## src/rtl/con_eval_unit_pkg.sv

```systemverilog
// con_pkg: condition-code type, named codes and the branch-condition decode shared by con_eval_unit.
`default_nettype none

package con_pkg;

  typedef logic [2:0] cond_code_t;

  localparam cond_code_t COND_EQZ = 3'b000;
  localparam cond_code_t COND_NEZ = 3'b001;
  localparam cond_code_t COND_GEZ = 3'b010;
  localparam cond_code_t COND_LTZ = 3'b011;
  localparam cond_code_t COND_GTZ = 3'b100;
  localparam cond_code_t COND_LEZ = 3'b101;
  localparam cond_code_t COND_ALW = 3'b110;
  localparam cond_code_t COND_NEV = 3'b111;

  typedef struct packed {
    cond_code_t code;
    logic       is_zero;
    logic       is_neg;
  } s1_t;

  function automatic logic cond_decode(input cond_code_t code, input logic is_zero,
                                       input logic is_neg);
    logic r;
    r = 1'b0;
    case (code)
      COND_EQZ: r = is_zero;
      COND_NEZ: r = ~is_zero;
      COND_GEZ: r = ~is_neg;
      COND_LTZ: r = is_neg;
      COND_GTZ: r = ~is_neg & ~is_zero;
      COND_LEZ: r = is_neg | is_zero;
      COND_ALW: r = 1'b1;
      default:  r = 1'b0;
    endcase
    return r;
  endfunction

endpackage

`default_nettype wire

```

## src/rtl/con_eval_unit_sat_counter.sv

```systemverilog
// con_sat_counter: saturating up-counter with synchronous clear; clear beats increment.
`default_nettype none

module con_sat_counter #(
  parameter int STAT_WIDTH = 16
) (
  input  logic                  clk_i,
  input  logic                  reset_n_i,
  input  logic                  inc_i,
  input  logic                  clr_i,
  output logic [STAT_WIDTH-1:0] cnt_o
);

  logic [STAT_WIDTH-1:0] cnt_q;
  logic [STAT_WIDTH-1:0] cnt_d;

  always_comb begin
    cnt_d = cnt_q;
    if (clr_i) begin
      cnt_d = '0;
    end else if (inc_i && (cnt_q != {STAT_WIDTH{1'b1}})) begin
      cnt_d = cnt_q + 1'b1;
    end
  end

  always_ff @(posedge clk_i) begin
    if (!reset_n_i) begin
      cnt_q <= '0;
    end else begin
      cnt_q <= cnt_d;
    end
  end

  assign cnt_o = cnt_q;

endmodule

`default_nettype wire

```

## src/rtl/gp_register.sv

```systemverilog
// gp_register: general-purpose load-enabled register, synchronous active-low clear to zero.
`default_nettype none

module gp_register #(
  parameter int WIDTH = 1
) (
  input  logic             clk_i,
  input  logic             reset_n_i,
  input  logic             en_i,
  input  logic [WIDTH-1:0] d_i,
  output logic [WIDTH-1:0] q_o
);

  logic [WIDTH-1:0] data_q;

  always_ff @(posedge clk_i) begin
    if (!reset_n_i) begin
      data_q <= '0;
    end else if (en_i) begin
      data_q <= d_i;
    end
  end

  assign q_o = data_q;

endmodule

`default_nettype wire

```

## src/rtl/con_eval_unit.sv

```systemverilog
// con_eval_unit: two-stage branch-condition evaluator (capture, then decode) with flush.
// Optional outcome statistics are built when CON_STATS_EN is defined.
`default_nettype none

module con_eval_unit
  import con_pkg::*;
#(
  parameter int DATA_WIDTH = 32,
  parameter int IR_WIDTH   = 32,
  parameter int COND_LSB   = 19,
  parameter int EXT_COND   = 1,
  parameter int STAT_WIDTH = 16
) (
  input  logic                  clk_i,
  input  logic                  reset_n_i,
  input  logic                  con_in_i,
  input  logic                  flush_i,
  input  logic [IR_WIDTH-1:0]   ir_i,
  input  logic [DATA_WIDTH-1:0] bus_data_i,
  output logic                  con_out_o,
  output logic                  con_valid_o
`ifdef CON_STATS_EN
  ,
  input  logic                  stat_clr_i,
  output logic [STAT_WIDTH-1:0] stat_taken_o,
  output logic [STAT_WIDTH-1:0] stat_not_taken_o
`endif
);

  if ((COND_LSB + 3 > IR_WIDTH) || (DATA_WIDTH < 2)) begin : g_param_check
    $error("con_eval_unit: condition field outside ir or DATA_WIDTH < 2");
  end

  logic       s1_load;
  cond_code_t code_d;
  s1_t        s1_d;
  s1_t        s1_q;
  logic       s1_valid_q;
  logic       con_out_d;
  logic       ir_unused;

  // A flush in the same cycle drops the strobe before it reaches stage 1.
  assign s1_load = con_in_i & ~flush_i;

  if (EXT_COND != 0) begin : g_ext_cond
    assign code_d = ir_i[COND_LSB+2 -: 3];
  end else begin : g_legacy_cond
    assign code_d = {1'b0, ir_i[COND_LSB+1 -: 2]};
  end

  assign ir_unused = ^ir_i;

  assign s1_d.code    = code_d;
  assign s1_d.is_zero = ~|bus_data_i;
  assign s1_d.is_neg  = bus_data_i[DATA_WIDTH-1];

  gp_register #(.WIDTH($bits(s1_t))) u_s1_data (
    .clk_i     (clk_i),
    .reset_n_i (reset_n_i),
    .en_i      (s1_load),
    .d_i       (s1_d),
    .q_o       (s1_q)
  );

  gp_register #(.WIDTH(1)) u_s1_valid (
    .clk_i     (clk_i),
    .reset_n_i (reset_n_i),
    .en_i      (1'b1),
    .d_i       (s1_load),
    .q_o       (s1_valid_q)
  );

  assign con_out_d = cond_decode(s1_q.code, s1_q.is_zero, s1_q.is_neg);

  // con_out only moves on a completed evaluation; flush never touches it.
  gp_register #(.WIDTH(1)) u_con_out (
    .clk_i     (clk_i),
    .reset_n_i (reset_n_i),
    .en_i      (s1_valid_q),
    .d_i       (con_out_d),
    .q_o       (con_out_o)
  );

  gp_register #(.WIDTH(1)) u_con_valid (
    .clk_i     (clk_i),
    .reset_n_i (reset_n_i),
    .en_i      (1'b1),
    .d_i       (s1_valid_q),
    .q_o       (con_valid_o)
  );

`ifdef CON_STATS_EN
  con_sat_counter #(.STAT_WIDTH(STAT_WIDTH)) u_stat_taken (
    .clk_i     (clk_i),
    .reset_n_i (reset_n_i),
    .inc_i     (con_valid_o & con_out_o),
    .clr_i     (stat_clr_i),
    .cnt_o     (stat_taken_o)
  );

  con_sat_counter #(.STAT_WIDTH(STAT_WIDTH)) u_stat_not_taken (
    .clk_i     (clk_i),
    .reset_n_i (reset_n_i),
    .inc_i     (con_valid_o & ~con_out_o),
    .clr_i     (stat_clr_i),
    .cnt_o     (stat_not_taken_o)
  );
`endif

endmodule

`default_nettype wire

```

## config.mk

```make
export PLATFORM = sky130hd
export DESIGN_NAME = con_eval_unit
export DESIGN_NICKNAME = d
export VERILOG_FILES = /design/src/rtl/con_eval_unit_pkg.sv /design/src/rtl/con_eval_unit_sat_counter.sv /design/src/rtl/gp_register.sv /design/src/rtl/con_eval_unit.sv
export SDC_FILE = /design/constraint.sdc
export NUM_CORES = 1
export LEC_CHECK = 0
export CORE_AREA = 2 2 39 41
export CTS_CLUSTER_SIZE = 24
export DETAILED_ROUTE_END_ITERATION = 8
export DIE_AREA = 0 0 41 43
export DONT_BUFFER_PORTS = 1
export SLEW_MARGIN = 20
export SYNTH_ARGS = -nofsm -noshare
export SYNTH_HDL_FRONTEND = slang
export SYNTH_SLANG_ARGS = --single-unit
```

## constraint.sdc

```tcl
create_clock -name clk_i -period 1.25 [get_ports clk_i]
set_clock_uncertainty 0.1 [all_clocks]
set_input_delay 0.3125 -clock clk_i [delete_from_list [all_inputs] [get_ports clk_i]]
set_output_delay 0.3125 -clock clk_i [all_outputs]
set_load 0.02 [all_outputs]
```

==> results by group, run 1 <==
Status
  • Status: finished clean

Routing
  • Drt wl/cell: 13.1 um
  • Drt via density: 5.77
  • Initial DRC count: 4
  • DRC Markers: 0
  • Via count: 352
  • Post-DRT Antenna Nets: 0
  • DRT Wirelength: 798 um
  • 1st-pass router iterations: 3

STA
  • WHS: 0.0914 ns
  • Setup violators final: 0
  • Slew Limit Fails: 0
  • Final setup TNS: 0 ns
  • RSZ-0062 raised after global routing: no
  • Final Hold Vio Count: 0
  • Post-route minimum period: 1.18 ns
  • Tcrit/Tclk final: 0.944
  • Worst Max-Slew Pin Slew: 0.254 ns
  • Max Clk Rate: 0.848 GHz
  • Rel. slew slack: 0.829

Yosys
  • Post-Synth Adder-Cell Area: 0
  • Compound-cell area share of the yosys netlist: 0.123
  • Post-synthesis mux area share: 0.0988
  • Unique cell type count in the Yosys netlist: 17
  • Cells after Synth: 43
  • Largest family of logic cells by synthesized area: simple AND/OR/NAND/NOR gates
  • List of most frequent post-synthesis cells: 8 x dfxtp_1, 8 x nor4_1, 6 x nor2b_1, 4 x mux2i_1
  • Area contributors post-synth: dfxtp_1 40%, nor4_1 12%, mux2i_1 9.9%
  • Xor/xnor cell area share of the yosys netlist: 0
  • Post-Synth Simple-Gate Area: 0.349
  • Yosys top cell area share: 0.395
  • Number of synthesized flops with an enable pin: 0
  • Mapped cell area: 405 sq um
  • Yosys warnings: 0
  • Seq/Total Area, Yosys: 0.395
  • Area leader, netlist: dfxtp_1
  • Post-synthesis async set-or-reset flop share: 0
  • Top FF cell, synth: dfxtp_1
  • Syn Nets: 111
  • Post-Syn Area per Cell: 9.43 sq um
  • Synthesis-stage register bit count: 8

Floorplan
  • Ports: 70
  • Die X: 41 um
  • Full die area: 0.00176 sq mm
  • Core footprint: 0.00138 sq mm
  • Num rows: 14
  • Die H: 43 um
  • Initial Util: 0.293

Worst setup path
  • Kind of critical path: reg -> reg
  • CP Data Arrival Time: 1.25 ns
  • Peak per-stage delay on the critical path: 0.41 ns
  • Worst R2R Setup Slack: 0.07 ns
  • Critical path startpoint: u_s1_data.q_o[3]
  • Startpoint types: register
  • Reg-to-reg endpoint: u_con_out.q_o
  • Reg-to-reg startpoint: u_s1_data.q_o[3]
  • Critical Path End: u_con_out.q_o
  • Reg2Reg Depth: 3
  • Cells along the critical path: o21bai_1 -> a2111o_1 -> o211ai_1
  • Crit path max fanout: 4
  • Slowest cell on crit path: a2111o_1
  • Critical Path End Type: register
  • CP Data Required Time: 1.32 ns

Clock network
  • H-tree levels: 1
  • Worst skew pair latency: 0.25 ns
  • Clock Tree Root: clkbuf_4
  • Worst-case clock buffer depth: 2
  • Post-CTS Resized: 0
  • TritonCTS Buffers: 3
  • CTS tree: yes
  • Setup bufs post-CTS: 0
  • Reg clk slew, reported paths: 0.05 ns
  • CTS Sinks: 8
  • Hold-fix buffer count after cts: 0

Global routing
  • Overflow after GRT: 0
  • First-pass GRT wire length: 1260 um
  • GRT Util Overall: 0.106
  • Largest net degree at the start of global routing: 11
  • Initial antenna violation count: 0
  • Number of global-route vias before repair: 352

Run
  • Max_cap viols: 0

Final layout
  • Sequential Area: 160 sq um
  • Area of the multi-input gates: 231 sq um
  • Final net count: 115
  • Share of cells above drive strength 1: 0.111
  • Area growth from synthesis to layout: 9.88%
  • Layout fillers: 156
  • Antenna Cells: 0

Power
  • PD cells: 1120 mW/mm^2
  • Power Total: 0.499 mW
  • Leakage power total: 0.140 nW
  • VDD IR max: 0.640 mV

Placement
  • Port-buffer cells: 0
  • GP Congestion: 0.776
  • DPL Wire Length: 680 um

Hold path
  • Worst hold path class: in -> reg
==> critical path, delay by kind of cell, from the launching register on <==
family             cells  cell delay (ns)
DFF                    1             0.33
AOI/OAI and AO/OA      3             0.67
==> placed cells by master (no fill, tap or decap) <==
cell type / synthesis / layout
nor4_1: 8 / 8
clkbuf_4: 0 / 3
nand4_1: 2 / 2
o21bai_1: 1 / 1
buf_4: 0 / 1
nand2_1: 2 / 2
a211oi_1: 1 / 1
nand3b_1: 2 / 2
a2111o_1: 1 / 1
inv_1: 1 / 1
o211ai_1: 1 / 1
dfxtp_1: 8 / 8
nor2b_1: 6 / 6
nor3b_1: 1 / 1
o32ai_2: 1 / 1
nand3_1: 1 / 1
mux2i_1: 4 / 4
and2_1: 1 / 1
==> flip-flops by register name (all words and copies together) (netlist names) <==
signal / flops
u_s1_data.q_o: 5
u_s1_valid.q_o: 1
u_con_out.q_o: 1
u_con_valid.q_o: 1
==> worst min path at each step <==
stage | depth (start not counted) | end | startpoint | slack [ns]
global placement | 1 | u_s1_data.q_o[4] | reset_n_i | 0.34
finish | 1 | u_con_valid.q_o | reset_n_i | 0.09
CTS | 1 | u_s1_data.q_o[4] | reset_n_i | 0.08
floorplan | 1 | u_con_valid.q_o | u_s1_valid.q_o | 0.37
detailed placement | 1 | u_con_valid.q_o | reset_n_i | 0.34
global route | 1 | u_con_valid.q_o | reset_n_i | 0.08
==> cell families (layout without fill, tap and decap cells) <==
group | count (synthesis) | in the layout
AO/OA/AOI/OAI | 5 | 5
buffers and inverters | 3 | 5
AND/OR/NAND/NOR | 23 | 23
multiplexers | 4 | 4
flip-flops | 8 | 8
==> final cells by class <==
cell class	count	area share
multi-input combinational	32	0.520
sequential	8	0.360
clock buffer	3	0.0506
tap	16	0.0449
timing repair buffer	1	0.0169
inverter	1	0.00843
==> power breakdown <==
part / leakage [nW] / internal, mW / switching [mW]
combinational: 0.0610 / 0.0209 / 0.0135
clock: 0.0138 / 0.109 / 0.0814
sequential: 0.0652 / 0.265 / 0.00920
==> routing by layer <==
| metal | global-route usage | part of all wire | up-vias | routed length, um |
|---|---|---|---|---|
| met5 | 0 | 0 | - | 0 |
| met4 | 0.0400 | 0 | 0 | 0 |
| met3 | 0.0419 | 0.11 | 0 | 89 |
| met2 | 0.172 | 0.50 | 28 | 396 |
| met1 | 0.118 | 0.39 | 154 | 313 |
| li1 | - | - | 170 | - |
==> through the flow <==
step / worst slack, ns / util / instances / area [sq um]
final: 0.0705 / 0.322 / 61 / 445
after global routing: 0.0152 / 0.322 / 61 / 445
after CTS: 0.0602 / 0.322 / 61 / 445
after detailed placement: 0.0335 / 0.306 / 58 / 423
after global placement: 0.0551 / 0.306 / 58 / 423
after floorplan: 0.131 / - / 43 / 405
No activity file was read; power rests on OpenSTA's default activity.
==> run 2, diff against run 1 <==
- SYNTH_HIERARCHICAL: default -> 1
- clock period: 1.25 -> 1 ns (I/O delays scaled with it)
==> run 2 against run 1 <==
The flow now finishes with violations (negative setup slack). Highest routed layer unchanged. Global-route usage is 0.83 points lower. Die area stayed put. Fmax is 3.7% lower. Sequential cell count stayed put. Final cell count is 3.3% higher. Routed wire length is 1.5% lower. Critical path type unchanged. Clock power is 23% higher. Cell area is 17% higher. First-iteration DRC count is 50% lower.
==> results by group, run 2 <==
Power
  • VDD IR max: 0.684 mV (+6.9%)
  • P_int: 0.508 mW (+29%)
  • PD cells: 1220 mW/mm^2 (+9.3%)
  • Sequential share of power: 0.539 (-0.010)
  • Psw: 0.128 mW (+23%)
  • Clock Power Share: 0.367 (-0.015)
  • Leakage power total: 0.155 nW (+10%)
  • Switch share: 0.201 (-0.00703)
  • Power Total: 0.636 mW (+27%)
  • Combinational group share of total power: 0.094 (+0.025)

Worst setup path
  • CP Data Arrival Time: 1.30 ns (+0.05 ns)
  • Reg-to-reg startpoint: u_s1_data/q_o[3]
  • Startpoint types: register
  • Crit path max fanout: 4 (unchanged)
  • Critical Path End Type: register
  • CP Data Required Time: 1.08 ns (-0.24 ns)
  • Reg-to-reg endpoint: u_con_out/q_o
  • Worst R2R Setup Slack: -0.23 ns (-0.30 ns)
  • Reg2Reg Depth: 5 (+2)
  • Kind of critical path: reg -> reg

Clock network
  • CTS tree: yes
  • CTS Sinks: 8 (unchanged)
  • Reg clk slew, reported paths: 0.05 ns (about the same)
  • H-tree levels: 1 (unchanged)
  • Worst skew pair latency: 0.24 ns (about the same)
  • Worst-case clock buffer depth: 2 (unchanged)
  • TritonCTS Buffers: 3 (unchanged)
  • Hold-fix buffer count after cts: 0 (unchanged)
  • Setup bufs post-CTS: 0 (unchanged)
  • Clock Tree Root: clkbuf_4

Routing
  • DRC Markers: 0 (unchanged)
  • Initial DRC count: 2 (-2)
  • 1st-pass router iterations: 2 (-1)
  • Via count: 335 (-4.8%)
  • Drt via density: 5.32 (-7.9%)
  • Drt wl/cell: 12.5 um (-4.6%)
  • DRT Wirelength: 786 um (-1.5%)
  • Post-DRT Antenna Nets: 0 (unchanged)

Yosys
  • Count leader, synth: nor2b_1
  • Mapped cell area: 420 sq um (+3.7%)
  • Synthesis-stage register bit count: 8 (unchanged)
  • Yosys top cell area share: 0.381 (-0.0141)
  • Yosys warnings: 6 (+6)
  • List of most frequent post-synthesis cells: 9 x nor2b_1, 8 x dfxtp_1, 8 x mux2i_1, 8 x nor4_1, 2 x nand4_1
  • Unique cell type count in the Yosys netlist: 13 (-4)
  • Area leader, netlist: dfxtp_1
  • Post-synthesis async set-or-reset flop share: 0 (unchanged)
  • Area contributors post-synth: dfxtp_1 38%, mux2i_1 19%, nor2b_1 13%
  • Post-Syn Area per Cell: 9.78 sq um (+3.7%)
  • Seq/Total Area, Yosys: 0.381 (-0.0141)
  • Top FF cell, synth: dfxtp_1
  • Cells after Synth: 43 (unchanged)
  • Number of synthesized flops with an enable pin: 0 (unchanged)

Final layout
  • Area growth from synthesis to layout: 23.5%
  • Most frequent cells in the layout: 9 x nor2b_1, 8 x mux2i_1, 6 x nor4_2, 5 x dfxtp_1
  • Share of cells above drive strength 1: 0.319 (+0.208)
  • Most common library cell in the layout ignoring fill and taps: nor2b_1
  • Layout fillers: 155 (-0.64%)
  • Antenna Cells: 0 (unchanged)
  • Max reg flops: 5 (unchanged)
  • Final net count: 117 (+1.7%)

Global routing
  • Initial antenna violation count: 0 (unchanged)
  • GRT Util Overall: 0.0978 (-0.00828)
  • Largest net degree at the start of global routing: 9 (-2)
  • First-pass GRT wire length: 1170 um (-7.1%)
  • Number of global-route vias before repair: 324 (-8.0%)
  • Overflow after GRT: 0 (unchanged)

Placement
  • GP Congestion: 0.626 (-19%)
  • Port-buffer cells: 0 (unchanged)

STA
  • Tcrit/Tclk final: 1.23 (+0.282)
  • Post-route minimum period: 1.23 ns (+0.0457 ns)
  • Final worst setup slack: -0.225 ns (-0.296 ns)
  • WHS: 0.0330 ns (-0.0584 ns)
  • Max Clk Rate: 0.816 GHz (-3.7%)
  • Slew Limit Fails: 0 (unchanged)
  • Final Hold Vio Count: 0 (unchanged)
  • RSZ-0062 raised after global routing: yes
  • Setup violators final: 1 (+1)

Floorplan
  • Num rows: 14 (unchanged)
  • Die X: 41 um (unchanged)
  • Ports: 70 (unchanged)
  • Die H: 43 um (unchanged)
  • Full die area: 0.00176 sq mm (unchanged)
  • Core footprint: 0.00138 sq mm (unchanged)
  • Initial Util: 0.304 (+0.0108)

Hold path
  • Hold Crit Start: reset_n_i
  • Hold Path End: u_s1_data/q_o[3]
  • Worst hold stages: 1 (unchanged)
  • Worst hold path class: in -> reg

Status
  • Status: finished, violations left
  • Violated checks: negative setup slack

Run
  • Max_cap viols: 0 (unchanged)
## run 2: critical path, cell delays in order (launching register included)
cell,delay (ns)
dfxtp_2,0.33
o21bai_1,0.16
a221oi_2,0.24
xnor2_1,0.14
mux2i_1,0.09
nor2b_1,0.10
## run 2: routing by layer
metal  GRT usage  wire [um]  vias up
met5           0          0        -
li1            -          -      169
met3      0.0262        116        0
met2       0.144        368       23
met4      0.0800          0        0
met1       0.111        301      143
## run 2: through the flow
step / area [sq um] / setup slack (ns) / utilization / instances / setup TNS, ns
after floorplan: 477 / -0.172 / - / 44 / -0.184
after CTS: 519 / -0.241 / 0.375 / 63 / -0.241
after detailed placement: 493 / -0.241 / 0.356 / 60 / -0.353
final: 519 / -0.225 / 0.375 / 63 / -0.225
after global placement: 493 / -0.238 / 0.356 / 60 / -0.319
after global routing: 519 / -0.346 / 0.375 / 63 / -0.346
## run 2: worst max-delay path by stage
stage | start | end | slack [ns] | cells past startpoint
after floorplan | u_s1_data/q_o[3] | u_con_out/q_o | -0.17 | 5
after global placement | u_s1_data/q_o[3] | u_con_out/q_o | -0.24 | 5
after detailed placement | u_s1_data/q_o[3] | u_con_out/q_o | -0.24 | 5
after CTS | u_s1_data/q_o[3] | u_con_out/q_o | -0.24 | 5
after global routing | u_s1_data/q_o[3] | u_con_out/q_o | -0.35 | 5
final | u_s1_data/q_o[3] | u_con_out/q_o | -0.23 | 5
## run 2: layout make-up
type | instances | area, sq um | area share
tap | 16 | 20.0 | 0.0386
clock buffer | 3 | 22.5 | 0.0434
inverter | 1 | 3.75 | 0.00723
timing repair buffer | 1 | 7.51 | 0.0145
sequential | 8 | 164 | 0.316
multi-input combinational | 34 | 302 | 0.581
## run 2: timing repair
action,CTS,global route
cloned,0,0
setup endpoints to repair,3,1
resized for setup,3,0
hold endpoints to repair,0,0
## run 2: cells by family after synthesis
kind of cell | after synthesis | share of synthesized area
xor gates and xnor gates | 1 | 0.0208
and+or+nand+nor | 21 | 0.310
buffers and inverters | 2 | 0.0357
DFF | 8 | 0.381
muxes | 8 | 0.190
AOI/OAI and AO/OA | 2 | 0.0536
other | 1 | 0.00892
## run 2: power groups by stage
stage / sequential [mW] / clock (mW) / combinational (mW)
2_1_floorplan: 0.347 / 0 / 0.0577
3_3_place_gp: 0.348 / 0 / 0.0595
3_5_place_dp: 0.349 / 0 / 0.0603
4_1_cts: 0.343 / 0.247 / 0.0606
5_1_grt: 0.344 / 0.264 / 0.0668
6_report: 0.343 / 0.234 / 0.0597
==> patch: new RTL, flow settings as in run 2 <==
Change the parameter `DATA_WIDTH` from 32 to 40.
--- a/src/rtl/con_eval_unit.sv
+++ b/src/rtl/con_eval_unit.sv
@@ -6,5 +6,5 @@
   import con_pkg::*;
 #(
-  parameter int DATA_WIDTH = 32,
+  parameter int DATA_WIDTH = 40,
   parameter int IR_WIDTH   = 32,
   parameter int COND_LSB   = 19,
Interface: changed (resized bus_data_i); port bits go from 70 to 78. No check against the original RTL was run, so the function may have changed too.
==> patch against run 2 <==
The flow still finishes with violations (negative setup slack). Synthesized cell count is 7.0% higher. Design area is 8.4% higher. Utilization is 3.2 points higher. Cell count is 4.8% higher. Power is 1.0% higher. Setup slack worse by 24 ps. Highest routed layer unchanged. Clock power is 2% higher. Sequential cell count stayed put. Critical path depth stayed put. Combinational power is 6.9% higher. Routed wire length is 12% higher. Synthesized area is 4.2% higher.
==> patch: results (changes against run 2) <==
| Metric | Value |
|---|---|
| Status | `complete, but fails checks` |
| Failing checks | `negative setup slack` |
| Setup ws final | `-249 ps (-23.7 ps)` |
| Final setup violation count | `1 (unchanged)` |
| First-pass GRT wire length | `1.20 mm (+2.3%)` |
| Crit-path slowest cell | `dfxtp_2` |
| GRT Total Usage | `0.102 (+0.00424)` |
| R2R cell count | `5 (unchanged)` |
| Setup CP Type | `flip-flop to flip-flop` |
| Netlist cell types | `14 (+1)` |
| Clock latency on the worst-skew pair | `250 ps` |
| Seq/Total Area, Yosys | `0.366 (-0.0152)` |
| Total power | `0.000642 W (+1.0%)` |
| Worst hold path type | `input port to flip-flop` |
| Combinational share of power | `0.099 (+0.005)` |
| Leakage | `0.157 nW (+1.7%)` |
| Area contributors post-synth | `dfxtp_1 (37%), mux2i_1 (18%), nor4_1 (14%)` |
| DP Worst Slack | `-253 ps (-11.2 ps)` |
| Psw | `0.000134 W (+4.5%)` |
| Via count | `372 (+11%)` |
| Placed instance area | `492 um^2 (-0.25%)` |
| CTS H-tree lvls | `1 (unchanged)` |
| XOR/XNOR share of the synthesized area | `0.0200 (-0.000833)` |
| # fillers | `135 (-13%)` |
| Setup TNS | `-249 ps (-23.7 ps)` |
| Peak VDD IR | `0.536 mV (-22%)` |
| CTS max path bufs | `2 (unchanged)` |
| YS warnings | `6 (unchanged)` |
| Placed insts | `63 (+5.0%)` |
| Share of total power in the clock network | `0.371 (+0.004)` |
| Final WL | `884 um (+12%)` |
| Hold EP | `u_s1_data/q_o[1]` |
| Final nets | `128 (+9.4%)` |
| Drt wl/cell | `13.4 um (+7.4%)` |
| Arr. time, crit path | `1330 ps (+30 ps)` |
| Compound-Gate Fraction of Synth Area | `0.0514 (-0.00214)` |
| Syn Area/Cell | `9.52 um^2 (-2.6%)` |
| Core Util, Final | `0.407 (+0.0316)` |
| GP Congestion | `0.620 (-0.98%)` |
| Async S/R FF share, synth | `0 (unchanged)` |
| Mux share of post-synthesis cell area | `0.183 (-0.00762)` |
| Vias in the first global route | `340 (+4.9%)` |
| Hold WS | `31.6 ps (-1.35 ps)` |
| Share of layout cells above drive strength 1 | `0.380 (+0.0609)` |
| Synth top cells by count | `nor4_1 (10), nor2b_1 (9), dfxtp_1 (8), mux2i_1 (8), nand4_1 (2)` |
-- patch: timing repair --
item | 4_1_cts | 5_1_grt
endpoints found under the setup margin | 3 | 3
setup buffers | 0 | 0
resized for setup | 3 | 8
hold buffers | 0 | 0
-- patch: cell type report --
type                       count  share of cell area
sequential                     8               0.296
inverter                       1             0.00667
tap                           16              0.0356
multi-input combinational     37               0.609
timing repair buffer           1              0.0133
clock buffer                   3              0.0400
-- patch: layer usage --
layer  up-vias  GRT usage  routed length [um]
li1        180          -                   -
met1       163      0.105                 305
met2        29      0.169                 468
met3         0     0.0157                 110
met4         0     0.0800                   0
met5         -          0                   0
-- patch: how the worst max path moves through the flow --
| stage | to | depth (start not counted) |
|---|---|---|
| final | u_con_out/q_o | 5 |
| after global routing | u_con_out/q_o | 5 |
| after CTS | u_con_out/q_o | 5 |
| after detailed placement | u_con_out/q_o | 5 |
| after global placement | u_con_out/q_o | 5 |
| after floorplan | u_con_out/q_o | 5 |
